===== src/rtl/updi_rx_buffer.sv =====
// updi_rx_buffer: receive-side buffer behind the UPDI UART receiver.
// It drops the echoes of bytes the host transmitted on the half-duplex
// line. It queues every other byte, together with its parity-error tag,
// in a FIFO that drains through a valid/ready port to the command
// sequencer.
module updi_rx_buffer #(
  parameter int DATA_BITS = 8,
  parameter int DEPTH     = 16
) (
  input  logic                     clk,
  input  logic                     rst,
  input  logic [DATA_BITS-1:0]     in_data,
  input  logic                     in_valid,
  input  logic                     in_error,
  input  logic                     echo_add,
  input  logic                     flush,
  output logic [DATA_BITS-1:0]     out_data,
  output logic                     out_error,
  output logic                     out_valid,
  input  logic                     out_ready,
  output logic [$clog2(DEPTH):0]   count,
  output logic [$clog2(DEPTH):0]   echo_pending,
  output logic                     overflow,
  output logic                     echo_error
);

  localparam int AW = $clog2(DEPTH);
  localparam int CW = AW + 1;
  localparam logic [CW-1:0] ECHO_MAX = '1;
  localparam logic [CW-1:0] FULL_CNT = CW'(DEPTH);

  // Entry layout: {error_flag, data}; error entries always carry data 0.
  logic [DATA_BITS:0] mem [DEPTH];
  logic [AW-1:0]      wr_ptr;
  logic [AW-1:0]      rd_ptr;

  logic               event_any;
  logic               echo_hit;
  logic               push_req;
  logic               push_ok;
  logic               pop;
  logic [CW-1:0]      echo_nxt;
  logic [DATA_BITS:0] entry;
  logic [DATA_BITS:0] head;

  // Classify the incoming event and decide the push, the pop and the next echo count.
  always_comb begin
    // NOTE: every signal gets a default first so no path leaves it unassigned (no latch).
    echo_nxt  = echo_pending;
    event_any = in_valid | in_error;
    echo_hit  = event_any && (echo_pending != '0);
    push_req  = event_any && !echo_hit;
    pop       = out_valid && out_ready;
    push_ok   = push_req && ((count != FULL_CNT) || pop);
    entry     = in_error ? {1'b1, {DATA_BITS{1'b0}}} : {1'b0, in_data};
    if (echo_hit) begin
      // A same-cycle echo_add replaces the echo being consumed.
      if (!echo_add) echo_nxt = echo_pending - 1'b1;
    end else if (echo_add && (echo_pending != ECHO_MAX)) begin
      echo_nxt = echo_pending + 1'b1;
    end
  end

  // Control state: pointers, occupancy, echo counter and sticky flags.
  always_ff @(posedge clk or negedge rst) begin
    if (!rst) begin
      // NOTE: sequential state uses non-blocking assignments only, so every register updates from pre-edge values.
      wr_ptr       <= '0;
      rd_ptr       <= '0;
      count        <= '0;
      echo_pending <= '0;
      overflow     <= 1'b0;
      echo_error   <= 1'b0;
    end else if (flush) begin
      wr_ptr       <= '0;
      rd_ptr       <= '0;
      count        <= '0;
      echo_pending <= '0;
      overflow     <= 1'b0;
      echo_error   <= 1'b0;
    end else begin
      echo_pending <= echo_nxt;
      if (echo_hit && in_error)   echo_error <= 1'b1;
      if (push_req && !push_ok)   overflow   <= 1'b1;
      if (push_ok)                wr_ptr     <= wr_ptr + 1'b1;
      if (pop)                    rd_ptr     <= rd_ptr + 1'b1;
      if (push_ok && !pop)        count      <= count + 1'b1;
      else if (!push_ok && pop)   count      <= count - 1'b1;
    end
  end

  // Entry storage, written at the write pointer on an accepted push.
  always_ff @(posedge clk) begin
    // NOTE: the storage array has no reset; out_valid masks whatever it holds.
    if (!flush && push_ok) mem[wr_ptr] <= entry;
  end

  // Head-of-FIFO outputs, forced to zero while the FIFO is empty.
  always_comb begin
    out_valid = (count != '0);
    head      = mem[rd_ptr];
    out_data  = out_valid ? head[DATA_BITS-1:0] : '0;
    out_error = out_valid ? head[DATA_BITS] : 1'b0;
  end

endmodule

===== config.mk =====
export PLATFORM = sky130hd
export DESIGN_NAME = updi_rx_buffer
export DESIGN_NICKNAME = d
export VERILOG_FILES = /design/src/rtl/updi_rx_buffer.sv
export SDC_FILE = /design/constraint.sdc
export NUM_CORES = 1
export LEC_CHECK = 0
export CAP_MARGIN = 10
export CORE_MARGIN = 2
export CORE_UTILIZATION = 54
export CTS_CLUSTER_DIAMETER = 60
export DETAILED_ROUTE_END_ITERATION = 10
export PLACE_DENSITY = 0.77
export SLEW_MARGIN = 30
export SYNTH_ARGS = -nofsm -noshare
export SYNTH_HDL_FRONTEND = slang
export SYNTH_SLANG_ARGS = --single-unit

===== constraint.sdc =====
create_clock -name clk -period 2.7 [get_ports clk]
set_input_delay 0.405 -clock clk [delete_from_list [all_inputs] [get_ports clk]]
set_output_delay 0.405 -clock clk [all_outputs]
set_load 0.01 [all_outputs]

==> reports/qor.csv <==
metric;value;unit
synth-to-layout area growth;24.4;%
largest net degree at the start of global routing;40;
worst slew pin tran;0.668;ns
run status;finished with violations;
via total after detailed routing;3862;
ratio of final minimum period to clock period;1.07;
synthesized netlist net count;412;
share of async-settable or async-resettable flops after synthesis;0.122;
clk root buf;clkbuf_16;
die boundary width;118;µm
Cell variety after synth;44;
overall power of the completed layout;8.08;mW
number of buffer and inverter instances along the worst setup path;4;
WP depth;7;
post-synthesis compound-gate area fraction;0.0298;
min cycle time layout;2.89;ns
adder-cell share of the synthesized area;0.0273;
delay of the slowest critical-path stage;0.52;ns
maximum operating frequency;346;MHz
TritonCTS clock tree;built;
number of warning messages in the yosys log;0;
setup repair after global routing missed its margin;true;
hold slack;0.334;ns
core footprint;0.0126;mm²
Post-Syn Area per Cell;18.2;µm²
Sinks on Clock Net;164;
Post-DP HPWL;9220;µm
Crit-path slowest cell;mux4_2;
Main synth FF type;edfxtp_1;
count of hold buffers inserted by post-cts repair;0;
Initial DRC Count;338;
initial antenna violation count;0;
overall routed net length;15300;µm
post-route DRC violation count;0;
critical path endpoint category;output port;
worst-path cell chain;buf_12, buf_12, buf_6, mux4_2, mux4_2, and2_1, buf_2;
Final Hold Vio Count;0;
number of nets in the layout;509;
final sum of negative setup slack;-1.34;ns
y dimension of the die;118;µm
Worst Reg2Reg Path Length in Cells;9;
data arrival time of the worst path;2.49;ns
total number of H-tree levels;4;
Post-Route Skew;0.00573;ns
endpoint of the most critical register-to-register path;count[4]$_DFFE_PN0P_;
GRT overflow;0;
number of nets with antenna violations after detailed routing;0;
main combinational cell family by area after synthesis;multiplexers;
Max IR drop VDD;0.566;mV
First-pass DRT Iterations;6;
sort of element at the start of the critical path;register;
reg2reg start;count[0]$_DFFE_PN0P_;
Worst Hold Class;input port to async pin;
most frequent cells in the layout;144 x edfxtp_1, 45 x mux4_2, 39 x buf_4, 34 x nor2_1, 26 x clkdlybuf4s50_1;
Post-Synth XOR/XNOR Area;0.0113;
total routing resource utilization after global routing;0.236;
largest driver fanout on the critical path;7;
detail-routed net length per standard cell;22.9;µm
multiplexer share of the synthesized area;0.152;
ratio of cells with drive above 1 in the final layout;0.343;
Skew-Pair Late Insertion Delay;0.42;ns
number of storage elements in the synthesis netlist;164;
routability congestion estimate;0.831;
number of primary I/O pins;37;
max-slew violation count;0;
Reg2Reg Setup Slack;0.11;ns
share of the yosys chip area belonging to registers;0.692;
count of input and output buffers;36;
Setup WS post-layout;-0.191;ns
number of placed instances with taps included;619;
post-synthesis cell count;383;
initial standard-cell utilization of the core;0.553;
max-cap check violation count;0;
cell family contributing the most delay on the critical path;multiplexers;
number of buffers created by CTS;17;
cell area after synthesis;0.00697;mm²
commonest non-fill, non-tap cell in the layout;edfxtp_1;
relative max-transition margin;0.552;
Static Leak;3.01;nW
final-report setup violation count;9;
number of antenna diodes;0;
clock slew seen by the registers of the worst setup and hold paths;0.06;ns
critical path start-end classification;register to output port;
vias per inst;5.81;
violated checks;setup timing;
cell area power density;932;mW/mm²
data required time of the worst path;2.30;ns
global-route wire length before repair;23700;µm
die footprint;0.0138;mm²
Max Buffers Root-to-Sink;2;
simple-gate portion of the synthesized area;0.0732;
final standard cell count with taps included and fillers excluded;665;
number of placement rows;41;
vias in the first global route;4133;
number of flops mapped to enable cells by yosys;144;
[metrics by stage]
| stage | cell area (µm²) | setup WS (ns) | utilization |
|---|---|---|---|
| after CTS | 8690 | -0.223 | 0.688 |
| after floorplan | 6970 | 0.0922 | - |
| after detailed placement | 7830 | -0.112 | 0.620 |
| after global placement | 7830 | -0.0235 | 0.620 |
| final | 8670 | -0.191 | 0.687 |
| after global routing | 8670 | -0.251 | 0.687 |
[cell families after synthesis]
kind of cell             Yosys count
buffers and inverters             20
AND/OR/NAND/NOR                   99
XOR/XNOR                           9
flip-flops                       164
multiplexers                      49
adder cells (fa/ha/maj)           14
AO/OA/AOI/OAI                     28
[repair_timing]
item	4_1_cts	5_1_grt
endpoints found under the setup margin	10	11
gates resized for setup	65	7
cloned	3	0
setup buffers	15	0
[power by group]
group          leakage (nW)  internal (mW)  switching, mW
combinational          1.15           1.57           1.16
sequential             1.58           2.88          0.129
clock                 0.287           1.43          0.916
total                  3.01           5.88           2.21
[registers in the layout, summed over array words and instances (netlist names)]
name          cells
mem             144
wr_ptr            4
echo_pending      5
echo_error        1
overflow          1
count             5
rd_ptr            4
[synthesized netlist by cell type (2+ instances only)]
cell        n  area, µm²
mux4_2     45       1010
inv_1       5       18.8
buf_2       4       20.0
nand2_1    14       52.6
nor2_1     34        128
o211ai_1    2       15.0
xor2_1      4       35.0
xnor2_1     5       43.8
o21ai_0     4       20.0
ha_1       12        150
dfrtp_1    20        500
nor2b_1    12       75.1
mux2_1      4       45.0
o31ai_1     2       15.0
buf_1       4       15.0
a21oi_1     9       45.0
fa_1        2       40.0
or3_1       3       18.8
or2_2       2       12.5
o21a_1      2       15.0
and2_1     10       62.6
nand2b_1    2       12.5
edfxtp_1  144       4320
a21o_1      3       22.5
nand3_1     8       40.0
clkbuf_1    4       15.0
nor2_2      2       12.5
buf_6       3       33.8
nor3_1      3       15.0
[how the worst max path moves through the flow]
stage                               start              endpoint
floorplan            count[1]$_DFFE_PN0P_  count[4]$_DFFE_PN0P_
global placement    rd_ptr[0]$_DFFE_PN0P_           out_data[2]
detailed placement               in_error  count[4]$_DFFE_PN0P_
CTS                 rd_ptr[0]$_DFFE_PN0P_           out_data[0]
global route        rd_ptr[0]$_DFFE_PN0P_           out_data[3]
finish              rd_ptr[0]$_DFFE_PN0P_           out_data[3]
[cell type report]
type                       count  area (µm²)
clock buffer                  19         433
clock inverter                13         140
fill                         861        3950
inverter                       5        18.8
multi-input combinational    199        2100
sequential                   164        4830
tap                          172         215
timing repair buffer          93         946
[routing by layer]
layer	track usage	part of all wire	vias to the layer above
met5	0	0	-
met2	0.391	0.51	159
li1	-	-	1708
met4	0.0821	0.021	0
met1	0.309	0.40	1969
met3	0.0552	0.068	26
Note: power is estimated with default switching activity, not from simulation.
